[src/rtl/int_arbiter_if.sv]
// Handshake bundle between the interrupt arbiter and its CPU-side environment.
// master drives requests/strobes, slave (the arbiter) drives status and the CPU request.
interface int_arbiter_if;
    logic [3:0] irq;
    logic       mask_we;
    logic [3:0] mask_d;
    logic       inta;
    logic       eoi;
    logic       pulse;
    logic [1:0] vec;
    logic [3:0] pend;
    logic [3:0] isr;
    logic [3:0] mask;
    logic       spur;

    modport master (
        output irq, mask_we, mask_d, inta, eoi,
        input  pulse, vec, pend, isr, mask, spur
    );

    modport slave (
        input  irq, mask_we, mask_d, inta, eoi,
        output pulse, vec, pend, isr, mask, spur
    );
endinterface

[src/rtl/int_arbiter.sv]
// Four-source priority interrupt arbiter with edge-detected pending, in-service nesting and masking.
// PULSE rises 2 edges after an IRQ rise; the CPU holds off via INTA timing, withdrawal drops PULSE next cycle.
module int_arbiter (
    input  logic          t3,
    input  logic          clr,
    int_arbiter_if.slave  bus
);

    typedef enum logic {IDLE, REQ} state_t;

    state_t     state, state_n;
    logic [3:0] irq_q, pend_q, isr_q, mask_q;
    logic [1:0] vec_q, vec_n;
    logic       spur_q;

    logic [3:0] rise, prio_ok, elig, eoi_clr, inta_set;
    logic [1:0] elig_idx;
    logic       inta_ack;

    assign rise    = bus.irq & ~irq_q;
    // Lowest set in-service bit is the one an EOI retires.
    assign eoi_clr = isr_q & (~isr_q + 4'd1);

    always_comb begin
        prio_ok = 4'b1111;
        casez (isr_q)
            4'b???1: prio_ok = 4'b0000;
            4'b??10: prio_ok = 4'b0001;
            4'b?100: prio_ok = 4'b0011;
            4'b1000: prio_ok = 4'b0111;
            default: prio_ok = 4'b1111;
        endcase
    end

    assign elig = pend_q & ~mask_q & prio_ok;

    always_comb begin
        elig_idx = 2'd0;
        casez (elig)
            4'b???1: elig_idx = 2'd0;
            4'b??10: elig_idx = 2'd1;
            4'b?100: elig_idx = 2'd2;
            4'b1000: elig_idx = 2'd3;
            default: elig_idx = 2'd0;
        endcase
    end

    always_comb begin
        state_n  = state;
        vec_n    = vec_q;
        inta_ack = 1'b0;
        case (state)
            IDLE: begin
                if (|elig) begin
                    state_n = REQ;
                    vec_n   = elig_idx;
                end
            end
            REQ: begin
                if (bus.inta) begin
                    inta_ack = 1'b1;
                    state_n  = IDLE;
                end else if (!(pend_q[vec_q] && !mask_q[vec_q])) begin
                    state_n = IDLE;
                end
            end
            default: state_n = IDLE;
        endcase
    end

    assign inta_set = inta_ack ? (4'b0001 << vec_q) : 4'b0000;

    always_ff @(posedge t3 or posedge clr) begin
        if (clr) begin
            state <= IDLE;
            vec_q <= 2'd0;
        end else begin
            state <= state_n;
            vec_q <= vec_n;
        end
    end

    // A new IRQ edge on the acknowledged bit wins over the INTA clear.
    always_ff @(posedge t3 or posedge clr) begin
        if (clr) begin
            irq_q  <= 4'b0000;
            pend_q <= 4'b0000;
            isr_q  <= 4'b0000;
            mask_q <= 4'b1111;
            spur_q <= 1'b0;
        end else begin
            irq_q  <= bus.irq;
            pend_q <= (pend_q & ~inta_set) | rise;
            isr_q  <= (isr_q & ~(bus.eoi ? eoi_clr : 4'b0000)) | inta_set;
            if (bus.mask_we) begin
                mask_q <= bus.mask_d;
            end
            if ((bus.eoi && isr_q == 4'b0000) || (bus.inta && state == IDLE)) begin
                spur_q <= 1'b1;
            end
        end
    end

    assign bus.pulse = (state == REQ);
    assign bus.vec   = vec_q;
    assign bus.pend  = pend_q;
    assign bus.isr   = isr_q;
    assign bus.mask  = mask_q;
    assign bus.spur  = spur_q;

endmodule

[src/flat_wrapper.sv]
// flat-port wrapper written by rule: the top's interface ports become plain ports
module int_arbiter_flat 
  (t3, clr, bus_irq, bus_mask_we, bus_mask_d, bus_inta, bus_eoi, bus_pulse, bus_vec, bus_pend, bus_isr, bus_mask, bus_spur);
  int_arbiter_if bus_i ();
  input  logic t3;
  input  logic clr;
  input wire logic [$bits(bus_i.irq)-1:0] bus_irq;
  input wire logic [$bits(bus_i.mask_we)-1:0] bus_mask_we;
  input wire logic [$bits(bus_i.mask_d)-1:0] bus_mask_d;
  input wire logic [$bits(bus_i.inta)-1:0] bus_inta;
  input wire logic [$bits(bus_i.eoi)-1:0] bus_eoi;
  output wire logic [$bits(bus_i.pulse)-1:0] bus_pulse;
  output wire logic [$bits(bus_i.vec)-1:0] bus_vec;
  output wire logic [$bits(bus_i.pend)-1:0] bus_pend;
  output wire logic [$bits(bus_i.isr)-1:0] bus_isr;
  output wire logic [$bits(bus_i.mask)-1:0] bus_mask;
  output wire logic [$bits(bus_i.spur)-1:0] bus_spur;
  assign bus_i.irq = bus_irq;
  assign bus_i.mask_we = bus_mask_we;
  assign bus_i.mask_d = bus_mask_d;
  assign bus_i.inta = bus_inta;
  assign bus_i.eoi = bus_eoi;
  assign bus_pulse = bus_i.pulse;
  assign bus_vec = bus_i.vec;
  assign bus_pend = bus_i.pend;
  assign bus_isr = bus_i.isr;
  assign bus_mask = bus_i.mask;
  assign bus_spur = bus_i.spur;
  int_arbiter u_core (.t3(t3), .clr(clr), .bus(bus_i));
endmodule
[config.mk]
export PLATFORM = sky130hd
export DESIGN_NAME = int_arbiter_flat
export DESIGN_NICKNAME = d
export VERILOG_FILES = /design/src/rtl/int_arbiter_if.sv /design/src/rtl/int_arbiter.sv /design/src/flat_wrapper.sv
export SDC_FILE = /design/constraint.sdc
export NUM_CORES = 1
export LEC_CHECK = 0
export CORE_UTILIZATION = 40
export DETAILED_ROUTE_END_ITERATION = 16
export GPL_ROUTABILITY_DRIVEN = 0
export PLACE_DENSITY = 0.72
export SYNTH_ARGS = -nofsm -noshare
export SYNTH_HDL_FRONTEND = slang
export SYNTH_SLANG_ARGS = --single-unit
[constraint.sdc]
create_clock -name t3 -period 2.6 [get_ports t3]
set_input_delay 0.52 -clock t3 [delete_from_list [all_inputs] [get_ports t3]]
set_output_delay 0.52 -clock t3 [all_outputs]
set_load 0.02 [all_outputs]
== After elaboration in Yosys (flattened, before gate mapping) ==
Cells that the tools add are included.
Cells by class
  add/sub/neg operators: 1
  $lt $le $gt $ge: 1
  equality and inequality tests: 6
  shifts and indexed selects: 1
  mux-type cells: 14
  bitwise operators: 14
  reduce and logical (&&, ||, !) cells: 8
Operators by type and width (count)
  4-bit AND: 6
  4-bit inverter: 5
  4-bit one-hot mux with 4 select lines: 1
  4-bit == test, second input constant: 2
  4-bit two-way mux: 2
  4-bit bitwise OR: 2
  1-bit two-way mux: 7
  3-bit == test, second input constant: 2
  2-bit one-hot mux with 3 select lines: 1
  4-bit by 1-bit adder with 4-bit output, second input constant: 1
  1-bit binary-select mux with 2-bit select: 2
  2-bit == test, second input constant: 2
  4-bit logical NOT: 1
  4-bit OR reduction: 1
  1-bit by 2-bit left shift with 4-bit output, first input constant: 1
  1-bit logical AND: 3
  2-bit by 3-bit less-than comparator with 1-bit output, second input constant: 1
  1-bit one-hot mux with 2 select lines: 1
  2-bit AND reduction: 1
  1-bit logical NOT: 1
  1-bit logical OR: 1
  1-bit inverter: 1
Word-level totals
  register bits: 20
  input port bits: 13
  output and inout bits: 16
  logic and storage cells: 52

== Depth between registers and ports, before layout ==
Gate-level depths: netlist (run 1).
  depth after elaboration: 7
  depth in mapped cells: 4
  depth with buffers taken out: 4

== Least setup slack after synthesis (run 1) ==
OpenSTA, ideal clock, no wires.
  kind: reg-to-reg
  from: register u_core.isr_q[3], in the netlist u_core.bus.isr[3]
  to: register u_core.vec_q[0], in the netlist u_core.bus.vec[0]
  library setup time: 125 ps
  data arrival time: 1705 ps
  required time: 2475 ps
  slack: 770 ps
  stages on the path, launching flop included: 5
  buffers on the path: 0
  clock period less this slack: 1830 ps
  cell sequence: dfrtp_1 -> or3b_1 -> a2111o_1 -> a21o_1 -> mux2_4
Between the ends
  cells in the longest elaborated chain, start to end: 5
  elaborated cells on any way between the ends: 9
  classes of those cells: eq/ne: 4; mux: 2; bitwise: 1; reduce/logical: 2
RTL lines
  start: declaration: RTL line int_arbiter.sv:12  | logic [3:0] irq_q, pend_q, isr_q, mask_q;
  start signal: assignment: RTL line int_arbiter.sv:94  | isr_q <= (isr_q & ~(bus.eoi ? eoi_clr : 4'b0000)) | inta_set;
  4-bit == test (*): RTL line int_arbiter.sv:26  | casez (isr_q)
  4-bit one-hot mux with 4 select lines (*): RTL line int_arbiter.sv:26
  4-bit AND (*): RTL line int_arbiter.sv:35  | assign elig = pend_q & ~mask_q & prio_ok;
  4-bit == test, or another cell as far along: RTL line int_arbiter.sv:39  | casez (elig)
  2-bit one-hot mux with 3 select lines or 2-bit AND reduction (tied branches)
  end signal: assignment: RTL line int_arbiter.sv:79  | vec_q <= vec_n;
  end: declaration: RTL line int_arbiter.sv:13  | logic [1:0] vec_q, vec_n;
Mark *: on every way between the ends. The rest lies on a longest branch, timed or not.
A chain may end at the register's enable or synchronous reset.

== Final worst setup path (run 1) ==
  from: register u_core.vec_q[0], in the netlist u_core.bus.vec[0]
  to: output bus_vec[0]
RTL lines
  end: declaration: RTL line flat_wrapper.sv:13  | output wire logic [$bits(bus_i.vec)-1:0] bus_vec;
No word-level cell between the ends.

==> metrics, run 1 <==
IO Pins=29; DRC=0; Final min period=2.03 ns; flop-to-flop setup slack=0.80 ns; Clock transition at path regs=0.11 ns; Reg2Reg Depth=4; Fmax=492 MHz; LEAKAGE=0.532 nW; DRT iter0 DRCs=5; CTS max path bufs=2; Clock Tree Root=clkbuf_4; Layout Nets=118; Startpoint Class=register; hold_buf cts=0; part of the cycle the worst path needs=78.1%; clock sinks=20; Final Instance Area=0.00119 mm^2; first-pass GRT wire length=2880 um; Initial Util=43.0%; Max Slew Vio Count=0; Resize count post-CTS=0; Worst Hold Depth=1; Hold/Removal Path Class=register to register; grt ovf=0; Pwr per Cell Area=1010 mW/mm^2; RSZ-0062 raised after global routing=false; Bufs and invs on worst path=1; CP required=2.08 ns; vias in the first global route=645; placed cells=127; Finished Layout Cells=131; H-tree depth=1; CTS Buf Count=3; Synth top area share=47.0%; multi-input logic area=313 um^2; GRT Overall Usage=17.9%; arrival time worst endpoint=1.51 ns; register area=505 um^2; die area=0.00232 mm^2; cell depth of the worst setup path=1; Fin. Hold Viols=0; hold endpoint=u_core.bus.pend[0]$_DFF_PP0_; largest net degree at the start of global routing=21; CTS tree=built; delay-heaviest family, CP=buffers and inverters; total power=1.21 mW; Horiz. Die Dim=48.2 um; YS warnings=0; hold_sp=u_core.irq_q[0]$_DFF_PP0_; top fanout value on the critical path=9; synthesis-to-finish area growth=40.2%; critical path endpoint category=output pin; final setup fails=0; reg2reg end=u_core.bus.vec[0]$_DFFE_PP0P_; Syn Area/Cell=11.5 um^2; Slew headroom=52.3%; Setup Fix Bufs, Post-CTS=0; Antenna Nets Post-Route=0; Cell Chain, Critical Path=clkdlybuf4s50_1; clock insertion delay at the later pin of the skew report=0.30 ns; placed cell areas=0.00116 mm^2; sequential share of the synthesized area=59.3%; syn_nets=87; Peak VDD IR=0.000577 V; outcome=finished, final reports clean; Layout fillers=170; WL/cell=13.0 um; Tightest Pin Transition=0.714 ns; synth unique cells=27; post-synthesis cell count=74; Die H=48.2 um; Vias/cell=5.16; Total Neg Setup Slack=0 ns; share of layout cells above drive strength 1=13.5%; Max-cap violations=0; # diodes=0; port buffer count=28; drt pass-1 iters=4; worst r2r src=u_core.bus.isr[3]$_DFF_PP0_; hpwl dp=1280 um; cell row count=16; antenna violations before repair=0; core area=0.00198 mm^2; slowest CP cell=clkdlybuf4s50_1; synthesis-stage register bit count=20; WS Path Type=register to output pin; final WL=1700 um; DR vias=676; slowest stage delay, CP=0.67 ns; Fin Clk Skew=0.00342 ns; synthesized area=852 um^2; post-synth top area cell=dfrtp_1; Synth area leaders=dfrtp_1 47%, dfstp_2 12%, mux2_2 5.3%
## per-layer routing
metal  GRT usage [%]  vias to the layer above  wire length [um]
met2            27.2                       24               831
met4            8.33                        0                12
li1                -                      323                 -
met5               0                        -                 0
met1            25.0                      327               767
met3            2.96                        2                89
## how the worst max path moves through the flow
stage / start / endpoint / slack, ns
global placement: u_core.bus.isr[3]$_DFF_PP0_ / u_core.bus.vec[0]$_DFFE_PP0P_ / 0.84
detailed placement: u_core.bus.isr[3]$_DFF_PP0_ / u_core.bus.vec[0]$_DFFE_PP0P_ / 0.82
floorplan: u_core.bus.isr[3]$_DFF_PP0_ / u_core.bus.vec[0]$_DFFE_PP0P_ / 0.77
finish: u_core.bus.vec[0]$_DFFE_PP0P_ / bus_vec[0] / 0.57
global route: u_core.bus.vec[0]$_DFFE_PP0P_ / bus_vec[0] / 0.47
CTS: u_core.bus.vec[0]$_DFFE_PP0P_ / bus_vec[0] / 0.55
## power by group
part | leakage (nW) | switching [mW] | total (mW) | internal, mW
registers | 0.227 | 0.114 | 0.510 | 0.396
logic | 0.284 | 0.240 | 0.520 | 0.280
clock network | 0.0210 | 0.0928 | 0.178 | 0.0854
total | 0.532 | 0.447 | 1.21 | 0.761
## cells by family (layout without fill, tap and decap cells)
logic type	after synthesis	after routing	synth area share (%)
AND/OR/NAND/NOR	21	21	13.5
AO/OA/AOI/OAI	18	18	13.5
flip-flops	20	20	59.3
multiplexers	6	6	9.69
buffers and inverters	9	39	3.97
## synth_stat cells
| master | instances |
|---|---|
| a2111o_1 | 1 |
| a21o_1 | 1 |
| a21oi_1 | 2 |
| a2bb2oi_1 | 1 |
| clkbuf_1 | 2 |
| dfrtp_1 | 16 |
| dfstp_2 | 4 |
| inv_1 | 7 |
| mux2_2 | 4 |
| mux2_4 | 1 |
| mux4_2 | 1 |
| nand2_1 | 7 |
| nand2b_1 | 3 |
| nand3_1 | 1 |
| nand3b_1 | 1 |
| nand4_1 | 1 |
| nand4b_1 | 1 |
| nor2_1 | 3 |
| nor2b_1 | 1 |
| nor4b_1 | 1 |
| o21ai_0 | 1 |
| o21ai_1 | 8 |
| o22a_1 | 1 |
| o2bb2ai_1 | 1 |
| o31ai_1 | 2 |
| or2b_1 | 1 |
| or3b_1 | 1 |
## cell usage in the layout, fill, tap and decap left out, drive strengths merged, types with 2 or more instances in the layout
cell type / instances
a21oi: 2
clkbuf: 4
nand2: 7
dfrtp: 16
mux2: 5
dfstp: 4
nand2b: 3
inv: 7
clkdlybuf4s50: 28
o31ai: 2
o21ai: 9
nor2: 3
## state kept, by name, indices dropped and copies added (netlist names)
signal and cells:
u_core.bus.vec 2, u_core.bus.pend 4, u_core.bus.mask 4, u_core.bus.spur 1, u_core.bus.isr 4, u_core.irq_q 4, u_core.bus.pulse 1
## final cells by class
cell class | instances | share of cell area (%)
sequential | 20 | 42.3
clock buffer | 4 | 3.04
timing repair buffer | 28 | 23.5
inverter | 7 | 2.20
tap | 27 | 2.83
multi-input combinational | 45 | 26.2
## stage by stage
step           hold slack [ns]  setup WS [ns]  util, %
6_report                 0.416          0.568     60.3
5_1_grt                  0.440          0.467     60.3
4_1_cts                  0.421          0.546     60.3
3_5_place_dp             0.405          0.825     58.5
3_3_place_gp             0.394          0.837     58.5
2_1_floorplan            0.392          0.770        -
Power figures use the tool's default switching activity.
==> run 2: changes to the inputs <==
--- a/config.mk
+++ b/config.mk
@@ -5,10 +5,10 @@
 export SDC_FILE = /design/constraint.sdc
 export NUM_CORES = 1
 export LEC_CHECK = 0
-export CORE_UTILIZATION = 40
+export CORE_UTILIZATION = 39
 export DETAILED_ROUTE_END_ITERATION = 16
 export GPL_ROUTABILITY_DRIVEN = 0
-export PLACE_DENSITY = 0.72
+export PLACE_DENSITY = 0.73
 export SYNTH_ARGS = -nofsm -noshare
 export SYNTH_HDL_FRONTEND = slang
 export SYNTH_SLANG_ARGS = --single-unit
==> constraint.sdc (replaced) <==
create_clock -name t3 -period 1.7 [get_ports t3]
set_input_delay 0.34 -clock t3 [delete_from_list [all_inputs] [get_ports t3]]
set_output_delay 0.34 -clock t3 [all_outputs]
set_load 0.02 [all_outputs]
==> metrics, run 2 (synthesized netlist as in run 1, its figures left out) <==
Fmax=568 MHz; Fin. Hold Viols=0 (unchanged); # diodes=0 (unchanged); Antenna Nets Post-Route=0 (unchanged); worst r2r src=u_core.bus.isr[3]$_DFF_PP0_ (unchanged); slowest CP cell=dfrtp_2 (was clkdlybuf4s50_1); final setup fails=1 (was 0); Slew headroom=75.9% (was 52.3%); top fanout value on the critical path=2 (was 9); WL/cell=13.1 um (was 13.0 um); Setup Fix Bufs, Post-CTS=0 (unchanged); cell row count=16 (unchanged); Startpoint Class=register (unchanged); port buffer count=28 (unchanged); DRC=0 (unchanged); CTS tree=built (unchanged); final core utilization=61.8% (was 60.3%); Initial Util=42.6% (was 43.0%); most frequent cells in the layout=17 x clkdlybuf4s50_1, 14 x dfrtp_1, 9 x dlygate4sd2_1 (was 28 x clkdlybuf4s50_1, 16 x dfrtp_1, 8 x o21ai_1); GRT Overall Usage=17.4% (was 17.9%); pre-CTS setup slack=-0.0369 ns (was 0.825 ns); reg2reg end=u_core.bus.vec[0]$_DFFE_PP0P_ (unchanged); outcome=complete, but fails checks (was finished, final reports clean); CP required=1.89 ns (was 2.08 ns); Total Neg Setup Slack=-0.0618 ns (was 0 ns); grt ovf=0 (unchanged); drt pass-1 iters=4 (unchanged); synthesis-to-finish area growth=45.1% (was 40.2%); RSZ-0062 raised after global routing=true (was false); share of layout cells above drive strength 1=20.0% (was 13.5%); Final min period=1.76 ns; antenna violations before repair=0 (unchanged); Bufs and invs on worst path=0 (was 1); cell depth of the worst setup path=4 (was 1); part of the cycle the worst path needs=104%; IO Pins=29 (unchanged); Die H=48.7 um (was 48.2 um); placed cells=133 (was 127); core area=0.00200 mm^2 (was 0.00198 mm^2); failing checks=setup timing; Pwr per Cell Area=1520 mW/mm^2 (was 1010 mW/mm^2); WS Path Type=register to register (was register to output pin); Clock transition at path regs=0.11 ns (about the same); Finished Layout Cells=137 (was 131); DR vias=708 (was 676); critical path endpoint category=register (was output pin); flop-to-flop setup slack=-0.06 ns (was 0.80 ns); Layout Nets=124 (was 118); Cell Chain, Critical Path=or3b_1, a2111o_1, a21o_1, mux2_4 (was clkdlybuf4s50_1); total power=1.88 mW (was 1.21 mW); H-tree depth=1 (unchanged); vias in the first global route=757 (was 645); Tightest Pin Transition=0.362 ns (was 0.714 ns); LEAKAGE=0.596 nW (was 0.532 nW); Reg2Reg Depth=4 (unchanged); clock insertion delay at the later pin of the skew report=0.29 ns (was 0.30 ns); Fin Clk Skew=0.00329 ns (was 0.00342 ns); most common cell after layout, fill and taps aside=clkdlybuf4s50_1 (unchanged); delay-heaviest family, CP=compound AO/OA/AOI/OAI gates (was buffers and inverters); Horiz. Die Dim=48.7 um (was 48.2 um); CTS max path bufs=2 (unchanged); slowest stage delay, CP=0.41 ns (was 0.67 ns); CTS Buf Count=3 (unchanged); Clock Tree Root=clkbuf_4 (unchanged); Hold/Removal Path Class=input port to asynchronous set/reset pin (was register to register); clock sinks=20 (unchanged); Vias/cell=5.17 (was 5.16); Max-cap violations=0 (unchanged); die area=0.00238 mm^2 (was 0.00232 mm^2); Max Slew Vio Count=0 (unchanged); hpwl dp=1370 um (was 1280 um); largest net degree at the start of global routing=12 (was 21); final WL=1790 um (was 1700 um); DRT iter0 DRCs=16 (was 5); setup ws final=-0.0618 ns (was 0.568 ns); first-pass GRT wire length=3210 um (was 2880 um); Peak VDD IR=0.000706 V (was 0.000577 V); arrival time worst endpoint=1.96 ns (was 1.51 ns)
run 2: cell count changes in the layout (fill, tap and decap cells not counted):
cell,delta
dfrtp_1,-2
clkdlybuf4s50_1,-11
dlymetal6s2s_1,+2
buf_4,+6
dfrtp_2,+2
dlygate4sd2_1,+9
run 2: timing repair:
action / CTS / global route
hold buffers: 0 / 0
setup endpoints to repair: 10 / 3
pin swaps: 0 / 0
resized for setup: 9 / 2
run 2: how the worst max path moves through the flow:
stage,from,end
2_1_floorplan,u_core.bus.isr[3]$_DFF_PP0_,u_core.bus.vec[0]$_DFFE_PP0P_
3_3_place_gp,u_core.bus.isr[3]$_DFF_PP0_,u_core.bus.vec[0]$_DFFE_PP0P_
3_5_place_dp,u_core.bus.isr[3]$_DFF_PP0_,u_core.bus.vec[0]$_DFFE_PP0P_
4_1_cts,u_core.bus.isr[3]$_DFF_PP0_,u_core.bus.vec[0]$_DFFE_PP0P_
5_1_grt,u_core.bus.isr[3]$_DFF_PP0_,u_core.bus.vec[0]$_DFFE_PP0P_
6_report,u_core.bus.isr[3]$_DFF_PP0_,u_core.bus.vec[0]$_DFFE_PP0P_
run 2: final cells by class:
cell class	instances	area, um^2
Inverter	7	26.3
Timing Repair Buffer	34	319
Fill cell	178	766
Sequential cell	20	508
Tap cell	27	33.8
Clock buffer	4	36.3
Multi-Input combinational cell	45	313
run 2: report_power, final:
group / switching (mW) / internal, mW / leakage, nW
sequential: 0.109 / 0.608 / 0.225
combinational: 0.450 / 0.435 / 0.350
clock: 0.143 / 0.130 / 0.0210
total: 0.702 / 1.17 / 0.596
run 2: stage by stage:
step	instance area (um^2)	hold WS (ns)
after floorplan	855	0.301
after global placement	1210	0.396
after detailed placement	1210	0.407
after CTS	1230	0.305
after global routing	1240	0.342
final	1240	0.295
run 2: metal layers:
metal / track usage (%) / vias up / share of wire [%]
li1: - / 332 / -
met1: 20.6 / 352 / 45
met2: 31.3 / 22 / 51
met3: 2.52 / 2 / 4.0
met4: 7.35 / 0 / 0.33
met5: 0 / - / 0
==> run 3: changes to the inputs <==
--- a/config.mk
+++ b/config.mk
@@ -12,3 +12,4 @@
 export SYNTH_ARGS = -nofsm -noshare
 export SYNTH_HDL_FRONTEND = slang
 export SYNTH_SLANG_ARGS = --single-unit
+export TNS_END_PERCENT = 10
==> results of run 3 <==
No change in the layout: final DEF, timing and power equal those of run 2.
